==> src/rtl/helios_single_fpga.sv <==
// Byte-stream surface-code syndrome decoder: arm, load one measurement frame, cluster
// defects by min-root propagation, return a status/correction frame. Option: HELIOS_CYCLE_COUNTER_EN.
module helios_single_fpga #(
  parameter int unsigned GRID_WIDTH_X            = 4,
  parameter int unsigned GRID_WIDTH_Z            = 2,
  parameter int unsigned GRID_WIDTH_U            = 3,
  parameter int unsigned MAX_WEIGHT              = 2,
  parameter logic [7:0]  START_DECODING_MSG      = 8'h01,
  parameter logic [7:0]  MEASUREMENT_DATA_HEADER = 8'h02
) (
  input  logic       clk,
  input  logic       reset,
  input  logic [7:0] input_data,
  input  logic       input_valid,
  output logic       input_ready,
  output logic [7:0] output_data,
  output logic       output_valid,
  input  logic       output_ready
);

  localparam int unsigned N          = GRID_WIDTH_X * GRID_WIDTH_Z;
  localparam int unsigned B          = (N + 7) / 8;
  localparam int unsigned A          = 8 * B;
  localparam int unsigned NODES      = N * GRID_WIDTH_U;
  localparam int unsigned MEAS_W     = A * GRID_WIDTH_U;
  localparam int unsigned LOAD_BYTES = B * GRID_WIDTH_U;
  localparam int unsigned RW         = (NODES > 1) ? $clog2(NODES) : 1;
  localparam int unsigned BCW        = (LOAD_BYTES > 1) ? $clog2(LOAD_BYTES + 1) : 1;
  localparam int unsigned FRAME_LEN  = 3 + GRID_WIDTH_U;
  localparam int unsigned SW         = $clog2(FRAME_LEN + 1);

  localparam logic [2:0] S_WAIT_START = 3'd0;
  localparam logic [2:0] S_IDLE       = 3'd1;
  localparam logic [2:0] S_LOAD       = 3'd2;
  localparam logic [2:0] S_INIT       = 3'd3;
  localparam logic [2:0] S_ITERATE    = 3'd4;
  localparam logic [2:0] S_SEND       = 3'd5;

  logic [2:0]        state_q, state_d;
  logic [MEAS_W-1:0] meas_q;
  logic [BCW-1:0]    byte_cnt_q;
  logic [RW-1:0]     root_q   [NODES];
  logic [RW-1:0]     new_root [NODES];
  logic [7:0]        iter_q;
  logic [SW-1:0]     send_idx_q;
  logic [NODES-1:0]  defect;
  logic [7:0]        root_cnt [GRID_WIDTH_U];
  logic [7:0]        frame_byte;
  logic              changed;
  logic              accept_in;
  logic              out_free;
`ifdef HELIOS_CYCLE_COUNTER_EN
  logic [15:0]       cyc_q;
`endif

  // Two nodes are linked when their grid Manhattan distance is within MAX_WEIGHT
  function automatic logic linked(input int unsigned a, input int unsigned b);
    int unsigned ax, az, au, bx, bz, bu, d;
    au = a / N;  ax = (a % N) / GRID_WIDTH_Z;  az = (a % N) % GRID_WIDTH_Z;
    bu = b / N;  bx = (b % N) / GRID_WIDTH_Z;  bz = (b % N) % GRID_WIDTH_Z;
    d  = ((ax > bx) ? ax - bx : bx - ax) + ((az > bz) ? az - bz : bz - az)
       + ((au > bu) ? au - bu : bu - au);
    return d <= MAX_WEIGHT;
  endfunction

  assign accept_in = input_valid && input_ready;
  assign out_free  = !output_valid || output_ready;

  always_comb begin
    for (int i = 0; i < NODES; i++) defect[i] = meas_q[(i % N) + (i / N) * A];
  end

  // One propagation step: each defect takes the minimum root among linked defects
  always_comb begin
    changed = 1'b0;
    for (int i = 0; i < NODES; i++) begin
      new_root[i] = root_q[i];
      for (int j = 0; j < NODES; j++) begin
        if (defect[i] && defect[j] && linked(i, j) && (root_q[j] < new_root[i]))
          new_root[i] = root_q[j];
      end
      if (new_root[i] != root_q[i]) changed = 1'b1;
    end
  end

  // Cluster roots per round
  always_comb begin
    int unsigned cnt;
    for (int u = 0; u < GRID_WIDTH_U; u++) begin
      cnt = 0;
      for (int r = 0; r < N; r++) begin
        if (defect[u*N + r] && (root_q[u*N + r] == RW'(u*N + r))) cnt = cnt + 1;
      end
      root_cnt[u] = (cnt > 32'd255) ? 8'hFF : 8'(cnt);
    end
  end

  always_comb begin
    frame_byte = 8'h00;
    if (send_idx_q == SW'(0)) frame_byte = iter_q;
`ifdef HELIOS_CYCLE_COUNTER_EN
    if (send_idx_q == SW'(1)) frame_byte = cyc_q[15:8];
    if (send_idx_q == SW'(2)) frame_byte = cyc_q[7:0];
`endif
    for (int u = 0; u < GRID_WIDTH_U; u++) begin
      if (send_idx_q == SW'(3 + u)) frame_byte = root_cnt[u];
    end
  end

  always_comb begin
    state_d = state_q;
    case (state_q)
      S_WAIT_START: if (accept_in && input_data == START_DECODING_MSG) state_d = S_IDLE;
      S_IDLE:       if (accept_in && input_data == MEASUREMENT_DATA_HEADER) state_d = S_LOAD;
      S_LOAD:       if (accept_in && byte_cnt_q == BCW'(LOAD_BYTES - 1)) state_d = S_INIT;
      S_INIT:       state_d = S_ITERATE;
      S_ITERATE:    if (!changed) state_d = S_SEND;
      S_SEND:       if (out_free && send_idx_q == SW'(FRAME_LEN)) state_d = S_IDLE;
      default:      state_d = S_WAIT_START;
    endcase
  end

  always_ff @(posedge clk or posedge reset) begin
    if (reset) begin
      state_q      <= S_WAIT_START;
      input_ready  <= 1'b0;
      output_valid <= 1'b0;
      output_data  <= 8'h00;
      meas_q       <= '0;
      byte_cnt_q   <= '0;
      iter_q       <= 8'h00;
      send_idx_q   <= '0;
      for (int i = 0; i < NODES; i++) root_q[i] <= '0;
`ifdef HELIOS_CYCLE_COUNTER_EN
      cyc_q        <= 16'h0000;
`endif
    end else begin
      state_q     <= state_d;
      input_ready <= (state_d == S_WAIT_START) || (state_d == S_IDLE) || (state_d == S_LOAD);
      case (state_q)
        S_IDLE: begin
          if (accept_in && input_data == MEASUREMENT_DATA_HEADER) begin
            byte_cnt_q <= '0;
`ifdef HELIOS_CYCLE_COUNTER_EN
            cyc_q      <= 16'h0000;
`endif
          end
        end
        S_LOAD: begin
          if (accept_in) begin
            for (int k = 0; k < LOAD_BYTES; k++) begin
              if (byte_cnt_q == BCW'(k)) meas_q[8*k +: 8] <= input_data;
            end
            byte_cnt_q <= byte_cnt_q + BCW'(1);
          end
        end
        S_INIT: begin
          for (int i = 0; i < NODES; i++) root_q[i] <= RW'(i);
          iter_q     <= 8'h00;
          send_idx_q <= '0;
`ifdef HELIOS_CYCLE_COUNTER_EN
          if (cyc_q != 16'hFFFF) cyc_q <= cyc_q + 16'd1;
`endif
        end
        S_ITERATE: begin
          for (int i = 0; i < NODES; i++) root_q[i] <= new_root[i];
          if (iter_q != 8'hFF) iter_q <= iter_q + 8'd1;
`ifdef HELIOS_CYCLE_COUNTER_EN
          if (cyc_q != 16'hFFFF) cyc_q <= cyc_q + 16'd1;
`endif
        end
        S_SEND: begin
          // Load the next byte whenever the output register is empty or being drained
          if (out_free) begin
            if (send_idx_q < SW'(FRAME_LEN)) begin
              output_data  <= frame_byte;
              output_valid <= 1'b1;
              send_idx_q   <= send_idx_q + SW'(1);
            end else begin
              output_valid <= 1'b0;
            end
          end
        end
        default: ;
      endcase
    end
  end

endmodule

==> config.mk <==
export PLATFORM = sky130hd
export DESIGN_NAME = helios_single_fpga
export DESIGN_NICKNAME = d
export VERILOG_FILES = /design/src/rtl/helios_single_fpga.sv
export SDC_FILE = /design/constraint.sdc
export NUM_CORES = 2
export LEC_CHECK = 0
export ABC_AREA = 1
export BUFFER_PORTS_ARGS = -buffer_cell sky130_fd_sc_hd__buf_2
export CAP_MARGIN = 20
export CORE_AREA = 2 2 429 473
export CTS_CLUSTER_SIZE = 10
export DETAILED_ROUTE_END_ITERATION = 8
export DIE_AREA = 0 0 431 475
export GPL_ROUTABILITY_DRIVEN = 0
export GPL_TIMING_DRIVEN = 0
export PLACE_DENSITY = 0.37
export SKIP_LAST_GASP = 1
export SYNTH_ARGS = -nofsm -noshare
export SYNTH_HDL_FRONTEND = slang
export SYNTH_SLANG_ARGS = --single-unit
==> constraint.sdc <==
create_clock -name clk -period 18.8 [get_ports clk]
set_clock_uncertainty 0.05 [all_clocks]
set_input_delay 0.94 -clock clk [delete_from_list [all_inputs] [get_ports clk]]
set_output_delay 0.94 -clock clk [all_outputs]
set_load 0.005 [all_outputs]
==> reports/metrics.cfg <==
[run_status]
run_status = finished, final reports clean

[finish]
layout.cells.most_common_list = nand2_1, ha_1, o21ai_0
seq_area_um2 = 4380
finalCoreUtilization_pct = 29.1
n_fill_cell = 22300
final_layout_size_suffix_gt1_share_pct = 11.3
area_growth_syn_to_layout_pct = 16.7
layout.cells.most_common = nand2_1
multiInputGateArea_um2 = 43700
num-nets-final = 9047
post_layout_nonfiller_instances = 10600

[synthesis]
ys_dominant_reg_cell = dfrtp_1
ys_async_sr_fraction_pct = 100
synth_simple_gate_area_share_pct = 27.8
synth_seq_cells = 170
synthesis.nets = 8809
yosysTopAreaCell = ha_1
seq_area_frac_synth_pct = 8.56
synthAdderAreaFrac_pct = 27.0
yosys-top-cells-area = ha_1, nand2_1, o21ai_0
syn_avg_cell_area_um2 = 6.43
area_share_of_the_largest_cell_type_after_synthesis_pct = 27.0
synthDistinctLibCells = 70
synthCells = 7724
dominant_combinational_cell_family_by_area_after_synthesis = compound AO/OA/AOI/OAI gates
synth.mux.area_fraction_pct = 0.0680
syn-cell-area_um2 = 49700
synth_compound_gate_area_share_pct = 28.6
yosys_warnings = 0
yosys.area_share.xor_xnor_pct = 1.32
synth_enable_flop_cells = 0

[clock_network]
worstSkewPairLatency_ns = 0.56
clkSlewWorstSetupHoldPaths_ns = 0.10
cts-root-buf = clkbuf_16
clock_tree.htree_level_count = 4
clock_tree_from_tritoncts = done
cts-buffers-inserted = 17
cts_max_path_buffers = 2
clkSinkCount = 170

[setup_path]
worst_path_most_repeated_cell = nand2_1
setup.worst_path.class = flip-flop to flip-flop
slowest_stage = dfrtp_4
cp_data_arrival_time_ns = 18.62
cp_data_required_time_ns = 19.24
timing.critical_path.to_type = flip-flop
critical-path-max-stage-delay_ns = 0.51
worst_setup_path_start_kind = flip-flop
crit_fanout = 10

[detailed_routing]
drtIter0Drc = 5841
drt-pass1-iter-count = 6
avgViaCountPerCell = 5.68
num_vias = 60200
route.detailed.drc = 0
routed_wirelength_mm = 325
route.detailed.wl_per_inst_um = 30.7
antenna_violating_nets_post_route = 0

[sta]
tightest_slew_ns = 1.33
maxClockFrequency_mhz = 55.0
setup_viol = 0
finalWorstPathRequiredPeriod_ns = 18.18
max-slew-margin-rel_pct = 11.3
final.period_utilization_pct = 96.7
slew_violations = 0
fin_tns_setup_ns = 0
hold_violations_final = 0

[power_and_ir_drop]
power.density_nw_per_um2 = 14.6
netSwitchingPower_mw = 0.289
power.share.switching_pct = 34.1
leakage_nw = 32.5
combinational_power_share_pct = 9.3
max-vdd-ir-drop_mv = 0.0656
p_seq_share_pct = 43.1
power.share.clock_pct = 47.6
cell_internal_pwr_mw = 0.559

[floorplan]
site_row_count = 172
core_box_area_um2 = 199000
initial_core_util_pct = 24.9
pin_count = 22
chipWidth_um = 431
die_height_um = 475
die_area_um2 = 205000

[global_route]
grt_start_max_net_pins = 75
grt_use_total_pct = 30.4
antenna_found_initial = 25
number_of_global_route_vias_before_repair = 54600
residual_overflow_from_global_routing = 0
grt_pass1_wl_mm = 437

[placement]
placed_cells_incl_taps = 10500
numPortBuffers = 21
dp.final_hpwl_mm = 247

[job]
cap_violations = 0

[worst_hold_path]
hold_class = input pin to async pin

-- through the flow --
stage	setup slack (ns)	hold WS (ns)	area [um^2]	power (mW)
after floorplan	2.90	0.423	49700	0.414
after global placement	-3.98	0.411	53100	0.447
after detailed placement	-2.74	0.413	55000	0.449
after CTS	0.00536	0.297	56100	0.847
after global routing	-0.125	0.331	58000	0.864
final	0.619	0.301	58000	0.848
-- cell usage after synthesis (14+ instances only) --
master     instances
a211oi_1          17
a21oi_1          527
a22oi_1           29
buf_2             41
buf_4             17
clkbuf_1         118
dfrtp_1          170
ha_1            1073
inv_1            524
inv_2             20
nand2_1         2301
nand2_2           43
nand2_4           22
nand3_1          228
nand3_2           56
nand3b_1          26
nand4_1          148
nor2_1           315
nor3_1            29
nor4_1            16
o2111ai_1        104
o2111ai_2         67
o211ai_1          14
o21a_1           131
o21ai_0         1188
o21ai_1          161
o21ai_2           25
o22ai_1           69
xor2_1            70
-- registers in the layout, indices dropped and copies added, names as in the netlist --
signal / count
byte_cnt_q: 2
defect: 24
input_ready: 1
iter_q: 8
output_data: 8
output_valid: 1
root_q: 120
send_idx_q: 3
state_q: 3
-- path summary, 6_finish.rpt --
kind	from	to	slack (ns)	cells past startpoint
worst max-delay path	root_q[56]	state_q[0]	0.62	97
worst min-delay path	reset	iter_q[3]	0.30	2
worst max register to register	root_q[56]	state_q[0]	0.62	97
worst min register to register	output_data[1]	output_data[1]	0.43	2
max in group asynchronous	reset	root_q[21]	17.13	4
min in group clk	output_data[1]	output_data[1]	0.43	2
-- layer usage --
| layer | vias to the layer above | track usage (%) | routed length [um] |
|---|---|---|---|
| li1 | 28000 | - | - |
| met1 | 28900 | 38.6 | 136000 |
| met2 | 2557 | 48.2 | 142000 |
| met3 | 705 | 3.57 | 21300 |
| met4 | 6 | 20.8 | 26100 |
| met5 | - | 0 | 32 |
-- critical path: cells and delay by family, from the launching register on --
family	cells	cell delay, ns
flops	1	0.51
simple gates	37	4.71
fa+ha+maj	15	4.83
compound gates	41	7.10
buf+inv	4	0.87
-- kinds of logic after synthesis --
kind of cell    count (synthesis)
simple gates                 3231
flops                         170
fa+ha+maj                    1073
compound gates               2409
buf+inv                       763
mux                             3
xor+xnor                       75
-- power groups by stage --
| stage | registers (mW) | clock network, mW | logic [mW] |
|---|---|---|---|
| 2_1_floorplan | 0.373 | 0 | 0.0409 |
| 3_3_place_gp | 0.373 | 0 | 0.0739 |
| 3_5_place_dp | 0.373 | 0 | 0.0756 |
| 4_1_cts | 0.366 | 0.405 | 0.0759 |
| 5_1_grt | 0.366 | 0.414 | 0.0841 |
| 6_report | 0.366 | 0.403 | 0.0791 |
-- final cells by class --
type | instances | share of cell area [%]
diodes | 10 | 0.0432
well taps | 2610 | 5.63
clock buffers | 18 | 0.757
multi-input cells | 6810 | 75.3
clock inverters | 14 | 0.192
plain buffers | 214 | 2.22
flip-flops and latches | 170 | 7.56
inverters | 549 | 3.67
repair buffers | 200 | 4.61
-- repair_timing --
| item | CTS | global route |
|---|---|---|
| hold buffers | 0 | 0 |
| resized for setup | 188 | 474 |
| endpoints found under the hold margin | 0 | 0 |
| gates cloned | 0 | 19 |
| pin swaps | 1 | 59 |
| setup buffers | 21 | 59 |
| endpoints found under the setup margin | 16 | 16 |
Power figures use the tool's default switching activity.
